===== config.mk =====
export PLATFORM = sky130hd
export DESIGN_NAME = qed_dup_engine
export DESIGN_NICKNAME = d
export VERILOG_FILES = /design/src/rtl/qed_dup_engine.sv
export SDC_FILE = /design/constraint.sdc
export NUM_CORES = 1
export LEC_CHECK = 0
export CORE_UTILIZATION = 45
export DETAILED_ROUTE_END_ITERATION = 8
export PLACE_DENSITY_LB_ADDON = 0.2
export SETUP_SLACK_MARGIN = 0.4
export SLEW_MARGIN = 20
export SYNTH_ARGS = -nofsm -noshare
export SYNTH_HDL_FRONTEND = slang
export SYNTH_SLANG_ARGS = --single-unit

===== constraint.sdc =====
create_clock -name clk -period 8.2 [get_ports clk]
set_clock_uncertainty 0.05 [all_clocks]
set_input_delay 2.46 -clock clk [delete_from_list [all_inputs] [get_ports clk]]
set_output_delay 2.46 -clock clk [all_outputs]
set_load 0.1 [all_outputs]

===== src/rtl/qed_dup_engine.sv =====
// qed_dup_engine
//   Instruction-duplication front end for SQED checking. Sits between the
//   external instruction source and the IF stage. It issues each legal
//   original instruction and, later (queued mode) or on the very next cycle
//   (inline mode), a duplicate whose register fields are shifted into the
//   upper register bank (index + REG_SPLIT). Illegal instructions are
//   consumed but issued as an invalid NOP.
//
// Ports
//   clk                  clock, all state changes on rising edge
//   reset                synchronous active-high reset
//   instruction          candidate instruction
//   qed_exec_dup         queued mode: replay the FIFO head as a duplicate
//   ifu_stall            freezes all state; no instruction consumed
//   qed_ready            comb: instruction is consumed this cycle
//   qed_ifu_instruction  registered instruction to IF
//   qed_vld_out          registered: output is a real instruction
//   qed_is_dup           registered: output is a duplicate
//   queue_count          replay FIFO occupancy
//   queue_full/empty     occupancy flags
module qed_dup_engine #(
  parameter int XLEN      = 32,
  parameter int REG_SPLIT = 16,
  parameter int DEPTH     = 8,
  parameter int INLINE    = 0
) (
  input  logic                         clk,
  input  logic                         reset,
  input  logic [XLEN-1:0]              instruction,
  input  logic                         qed_exec_dup,
  input  logic                         ifu_stall,
  output logic                         qed_ready,
  output logic [XLEN-1:0]              qed_ifu_instruction,
  output logic                         qed_vld_out,
  output logic                         qed_is_dup,
  output logic [$clog2(DEPTH+1)-1:0]   queue_count,
  output logic                         queue_full,
  output logic                         queue_empty
);

  localparam int CW = $clog2(DEPTH+1);
  localparam int PW = $clog2(DEPTH);

  localparam logic [XLEN-1:0] NOP    = 32'h0000_0013;
  localparam logic [6:0]      OP_R   = 7'b0110011;
  localparam logic [6:0]      OP_I   = 7'b0010011;
  localparam logic [6:0]      OP_LD  = 7'b0000011;
  localparam logic [6:0]      OP_ST  = 7'b0100011;
  localparam logic [6:0]      OP_LUI = 7'b0110111;

  // 6-bit compare value so REG_SPLIT itself never truncates; 5-bit add value
  // is safe because REG_SPLIT <= 16.
  localparam logic [5:0] RS6 = 6'(REG_SPLIT);
  localparam logic [4:0] RS5 = 5'(REG_SPLIT);

  typedef enum logic {ORIG, DUP} state_e;

  // Register fields touched by each format, as {rd, rs1, rs2}.
  // All-zero means the opcode is unsupported.
  function automatic logic [2:0] used_fields(input logic [6:0] opc);
    case (opc)
      OP_R:        return 3'b111;
      OP_I, OP_LD: return 3'b110;
      OP_ST:       return 3'b011;
      OP_LUI:      return 3'b100;
      default:     return 3'b000;
    endcase
  endfunction

  function automatic logic is_legal(input logic [XLEN-1:0] ins);
    logic [2:0] u;
    u = used_fields(ins[6:0]);
    return (|u) &&
           !(u[2] && ({1'b0, ins[11:7]}  >= RS6)) &&
           !(u[1] && ({1'b0, ins[19:15]} >= RS6)) &&
           !(u[0] && ({1'b0, ins[24:20]} >= RS6));
  endfunction

  // x0 is hard-wired zero in both banks, so it is never remapped.
  function automatic logic [4:0] remap(input logic [4:0] r);
    return (r == 5'd0) ? r : r + RS5;
  endfunction

  function automatic logic [XLEN-1:0] dup_of(input logic [XLEN-1:0] ins);
    logic [XLEN-1:0] d;
    logic [2:0]      u;
    d = ins;
    u = used_fields(ins[6:0]);
    if (u[2]) d[11:7]  = remap(ins[11:7]);
    if (u[1]) d[19:15] = remap(ins[19:15]);
    if (u[0]) d[24:20] = remap(ins[24:20]);
    return d;
  endfunction

  function automatic logic [PW-1:0] ptr_inc(input logic [PW-1:0] p);
    return (p == PW'(DEPTH-1)) ? '0 : p + 1'b1;
  endfunction

  logic [XLEN-1:0] out_q, out_d;
  logic            vld_q, vld_d;
  logic            isdup_q, isdup_d;
  logic [XLEN-1:0] hold_q, hold_d;
  state_e          state_q, state_d;
  logic [PW-1:0]   wr_ptr_q, rd_ptr_q;
  logic [CW-1:0]   cnt_q;
  logic [XLEN-1:0] mem_q [DEPTH];
  logic            push, pop, legal, full, empty;

  assign legal = is_legal(instruction);
  assign full  = (cnt_q == CW'(DEPTH));
  assign empty = (cnt_q == '0);

  always_comb begin
    qed_ready = 1'b0;
    push      = 1'b0;
    pop       = 1'b0;
    out_d     = out_q;
    vld_d     = vld_q;
    isdup_d   = isdup_q;
    hold_d    = hold_q;
    state_d   = state_q;
    if (!ifu_stall) begin
      if (INLINE != 0) begin
        case (state_q)
          ORIG: begin
            qed_ready = 1'b1;
            isdup_d   = 1'b0;
            if (legal) begin
              out_d   = instruction;
              vld_d   = 1'b1;
              hold_d  = instruction;
              state_d = DUP;
            end else begin
              out_d = NOP;
              vld_d = 1'b0;
            end
          end
          DUP: begin
            out_d   = dup_of(hold_q);
            vld_d   = 1'b1;
            isdup_d = 1'b1;
            state_d = ORIG;
          end
          default: state_d = ORIG;
        endcase
      end else begin
        isdup_d = 1'b0;
        out_d   = NOP;
        vld_d   = 1'b0;
        if (!qed_exec_dup) begin
          // A full queue refuses the instruction outright, legal or not.
          if (!full) begin
            qed_ready = 1'b1;
            push      = legal;
            if (legal) begin
              out_d = instruction;
              vld_d = 1'b1;
            end
          end
        end else if (!empty) begin
          pop     = 1'b1;
          out_d   = dup_of(mem_q[rd_ptr_q]);
          vld_d   = 1'b1;
          isdup_d = 1'b1;
        end
      end
    end
  end

  always_ff @(posedge clk) begin
    if (reset) begin
      out_q    <= NOP;
      vld_q    <= 1'b0;
      isdup_q  <= 1'b0;
      hold_q   <= NOP;
      state_q  <= ORIG;
      wr_ptr_q <= '0;
      rd_ptr_q <= '0;
      cnt_q    <= '0;
    end else if (!ifu_stall) begin
      out_q   <= out_d;
      vld_q   <= vld_d;
      isdup_q <= isdup_d;
      hold_q  <= hold_d;
      state_q <= state_d;
      if (push) begin
        wr_ptr_q <= ptr_inc(wr_ptr_q);
        cnt_q    <= cnt_q + 1'b1;
      end else if (pop) begin
        rd_ptr_q <= ptr_inc(rd_ptr_q);
        cnt_q    <= cnt_q - 1'b1;
      end
    end
  end

  // Storage needs no reset: occupancy is tracked by the pointers/count.
  always_ff @(posedge clk) begin
    if (!reset && push) mem_q[wr_ptr_q] <= instruction;
  end

  assign qed_ifu_instruction = out_q;
  assign qed_vld_out         = vld_q;
  assign qed_is_dup          = isdup_q;
  assign queue_count         = cnt_q;
  assign queue_full          = full;
  assign queue_empty         = empty;

endmodule


# After elaboration in Yosys (flattened, before gate mapping)
# Memory sizes are Yosys's and may differ from the RTL's. A register that Yosys moved wholly into a read port is not among the register bits.
# Cells that the tools add are included.
# totals
register_bits,44
ram_bits,256
mem_count,1
# op_classes
n_addsub,7
magnitude_cmp,3
eq_ne,13
mux,35
bitwise,2
reduce_logical,22
# memory_table
memory,words,width,rd,rd_ports_with_merged_regs,write_ports,line,text
mem_q,8,32,1,1,1,106,logic [XLEN-1:0] mem_q [DEPTH];
# ops
op,count
two-way mux 32 bit,4
== test 7 x 6 -> 1 bit (second input constant),6
two-way mux 5 bit,6
one-hot mux 3 bit (4 select lines),2
two-way mux 3 bit,7
adder 5 bit (second input constant),3
greater-or-equal comparator 5 bit (second input constant),3
zero test 5 bit,3
== test 7 x 2 -> 1 bit (second input constant),2
== test 7 x 5 -> 1 bit (second input constant),2
two-way mux 1 bit,14
two-way mux 4 bit,2
logical AND 1 bit,7
adder 3 x 1 -> 3 bit (second input constant),2
== test 3 bit (second input constant),2
adder 4 x 1 -> 4 bit (second input constant),1
== test 4 bit (second input constant),1
zero test 1 bit,4
zero test 4 bit,1
AND reduction 2 bit,2
OR reduction 2 bit,2
subtractor 4 x 1 -> 4 bit (second input constant),1
AND reduction 3 bit,1
OR reduction 3 bit,1
2 further kinds,3

# Depth between registers and ports, before layout
# depth
word_depth,15
ltp_mapped,9
ltp_nobuf,9

# Worst setup path before layout
# Ideal clock, no wire load.
# synth_path
path_kind,input -> register
from,input ifu_stall
to,memory mem_q[1][0] (enable)
arrival_ns,8.721
t_required_ns,7.649
setup_slack_ns,-1.072
stages,5
n_path_buf,1
path_cell_list,nor3_1 o211a_2 buf_1 nand2_1 nor4_1
# synth_via
elab_chain_cells,4
# synth_rtl
element,line,text
from (decl),31,"input logic ifu_stall,"
two-way mux 1 bit,122,if (!ifu_stall) begin
logical AND 1 bit,198,if (!reset && push) mem_q[wr_ptr_q] <= instruction;
two-way mux 1 bit,198,
two-way mux 1 bit (not written as such),198,
to (decl),106,
# Every way passes these cells.

# Worst setup path after layout
# layout_path
from,input qed_exec_dup
to,output qed_ready
# layout_via
elab_chain_cells,2
# layout_rtl
element,line,text
from (decl),30,"input logic qed_exec_dup,"
two-way mux 1 bit,150,if (!qed_exec_dup) begin
two-way mux 1 bit,122,
to (decl),32,"output logic qed_ready,"
# Every way passes these cells.

==> impl_metrics.json <==
{
  "ctsResizeCount": 0,
  "cts_buffers": 31,
  "grt_pass1_wl_um": 37500,
  "finalSetupTns_ns": 0,
  "cts_setup_buffers": 0,
  "drive_above_1_share_pct": 22.9,
  "track_usage_pct": 19.0,
  "ys_seq_area_share_pct": 73.4,
  "final_antenna_net_count": 0,
  "wl_per_cell_um": 23.2,
  "period_share_pct": 75.3,
  "die_h_um": 164,
  "final_core_util_pct": 55.4,
  "maxCapViolCount": 0,
  "synth_cell_types": 47,
  "die_w_um": 164,
  "tightest_slew_ns": 1.01,
  "max-clock-path-buffers": 3,
  "cts-root-buf": "clkbuf_16",
  "vias_per_cell": 5.75,
  "p_leak_uw": 0.00437,
  "areaGrowthSynthToFinish_pct": 19.9,
  "initialDrtViolationCount": 560,
  "cts_tree": "built",
  "routed-wl-met3_um": 1320,
  "initial_core_util_pct": 46.3,
  "clk_latency_ns": 0.55,
  "hold_slack_ns": 0.416,
  "vias": 6097,
  "drtPass1Iterations": 5,
  "setup.worst_path.start_class": "primary input",
  "wl_met2_um": 12100,
  "rr_worst_depth": 6,
  "critPathKind": "in -> out",
  "avgSynthCellArea_sq_um": 19.1,
  "antenna_found_initial": 1,
  "synth_edf_count": 256,
  "worst_slack_ns": 2.02,
  "clk_pin_slew_ns": 0.06,
  "ioPinCount": 77,
  "power_density_nw_per_um2": 233,
  "whs_path_depth": 2,
  "io_buffers": 76,
  "rows": 58,
  "postSynth.asyncResetShare_pct": 0,
  "met1_length_um": 10800,
  "rsz0062_at_grt": "false",
  "num-fill-cells": 1940,
  "synth.net_count": 657,
  "slowest_stage": "clkdlybuf4s50_1",
  "slew_violations": 0,
  "htree_num_levels": 1,
  "ys_ff_latch": 303,
  "setup_viol": 0,
  "slew_headroom_pct": 32.4,
  "hold_viol_final": 0,
  "coreArea_sq_um": 25400,
  "synth_flop_cell": "edfxtp_1",
  "yosys_warnings": 0,
  "syn_inst": 614,
  "hold_path.class": "reg -> reg",
  "holdBufCountCts": 0,
  "die_area_sq_um": 26800,
  "critPathMaxFanout": 4,
  "grt_max_degree": 57,
  "overflow": 0,
  "dp_hpwl_um": 14900,
  "drc": 0,
  "grt_pass1_vias": 6361,
  "cpPeakStageDelay_ns": 0.48,
  "worst_ep_arrival_time_ns": 3.67,
  "ir_drop_mv": 0.136,
  "power_uw": 3290,
  "top_layer_used": "met4",
  "nets": 746,
  "cts_sinks": 303,
  "fmax_mhz": 162,
  "synth_area_sq_um": 11700,
  "gp_congestion": 0.725,
  "finalCriticalPeriod_ns": 6.18,
  "post-place-ws_ns": 1.78,
  "path_cells": "clkdlybuf4s50_1 -> nor3_1 -> buf_4",
  "wl_um": 24600,
  "cp.required_ns": 5.69,
  "outcome": "finished, final reports clean",
  "crit_path_end_kind": "output pin"
}
[sequential cells by signal (all words and copies together), names as in the netlist, named ones only]
signal	cells
wr_ptr_q	3
qed_is_dup	1
queue_count	4
qed_ifu_instruction	32
mem_q	256
qed_vld_out	1
rd_ptr_q	3
[stage by stage]
step | instances | area, sq um
final | 1060 | 14100
after global routing | 1058 | 14100
after CTS | 1056 | 14000
after detailed placement | 998 | 13000
after global placement | 993 | 12900
after floorplan | 614 | 11800
[worst max-delay path: cells and delay by family]
family                 cells  cell delay (ns)
buffers and inverters      2             0.84
AND/OR/NAND/NOR            1             0.36
[layer usage]
| metal | GRT usage (%) | vias up |
|---|---|---|
| met5 | 0 | - |
| met4 | 4.97 | 0 |
| met3 | 3.05 | 30 |
| met2 | 32.0 | 195 |
| met1 | 25.7 | 3147 |
| li1 | - | 2725 |
[area by class of cell]
type                    count  area (sq um)  share of cell area [%]
flip-flops and latches    303          8630                    61.3
clock inverters            18           165                    1.17
diodes                      2          5.00                  0.0355
repair buffers             91           998                    7.09
inverters                   3          11.3                  0.0800
well taps                 330           413                    2.93
clock buffers              40           820                    5.82
multi-input cells         273          3040                    21.6
[layout by cell type (no fill, tap or decap), drive strengths merged, types with 4 or more instances in the layout]
| cell | instances |
|---|---|
| nand3b | 4 |
| mux4 | 64 |
| nor3 | 19 |
| nor2 | 30 |
| clkinv | 13 |
| clkdlybuf4s50 | 73 |
| mux2i | 7 |
| a22oi | 4 |
| a221oi | 12 |
| nand2 | 17 |
| a21oi | 13 |
| or2 | 5 |
| mux2 | 28 |
| dfxtp | 47 |
| edfxtp | 256 |
| nor4 | 5 |
| or4 | 5 |
| a222oi | 13 |
| buf | 18 |
| ha | 6 |
| nor2b | 16 |
| inv | 4 |
| clkbuf | 40 |
[cells by family (layout without fill, tap and decap cells)]
group,count (synthesis),in the layout,share of synthesized area [%]
muxes,99,99,15.7
DFF,303,303,73.4
other,0,2,0
AOI/OAI and AO/OA,59,59,3.96
and+or+nand+nor,107,107,4.61
xor gates and xnor gates,1,1,0.0746
adders and majority gates,7,7,0.809
buffers and inverters,38,152,1.43
[power by group]
group	switching [uW]	internal (uW)	total (uW)
logic	158	78.2	237
registers	16.0	1680	1690
clock network	561	796	1360
total	736	2550	3290
[Yosys cell counts (2+ instances only)]
| master | instances | area (sq um) |
|---|---|---|
| buf_2 | 8 | 40.0 |
| buf_1 | 6 | 22.5 |
| nor2b_1 | 16 | 100 |
| a221oi_1 | 12 | 105 |
| mux2i_1 | 7 | 70.1 |
| o221ai_1 | 2 | 17.5 |
| nand3b_1 | 4 | 30.0 |
| ha_1 | 6 | 75.1 |
| nand3_1 | 3 | 15.0 |
| edfxtp_1 | 256 | 7690 |
| nor2_1 | 30 | 113 |
| buf_6 | 2 | 22.5 |
| mux4_2 | 60 | 1350 |
| nor4_1 | 5 | 31.3 |
| a222oi_1 | 13 | 130 |
| mux2_2 | 27 | 304 |
| a21boi_1 | 2 | 15.0 |
| inv_1 | 2 | 7.51 |
| dfxtp_1 | 47 | 941 |
| mux4_1 | 4 | 105 |
| o21ai_1 | 2 | 10.0 |
| or4_1 | 4 | 30.0 |
| or2_1 | 4 | 25.0 |
| nor3_1 | 19 | 95.1 |
| nand2_1 | 17 | 63.8 |
| a22oi_1 | 4 | 30.0 |
| a21oi_1 | 13 | 65.1 |
| a21o_1 | 2 | 15.0 |
| clkbuf_1 | 19 | 71.3 |
[worst paths after layout]
path | from | to | slack (ns)
worst max register to register | queue_count[0]$_SDFFE_PP0P_ | mem_q[1][4]$_DFFE_PP_ | 4.70
worst min-delay path | qed_is_dup$_SDFFE_PP0N_ | qed_is_dup$_SDFFE_PP0N_ | 0.42
worst min register to register | qed_is_dup$_SDFFE_PP0N_ | qed_is_dup$_SDFFE_PP0N_ | 0.42
worst max-delay path | qed_exec_dup | qed_ready | 2.02
Note: power is estimated with default switching activity, not from simulation.
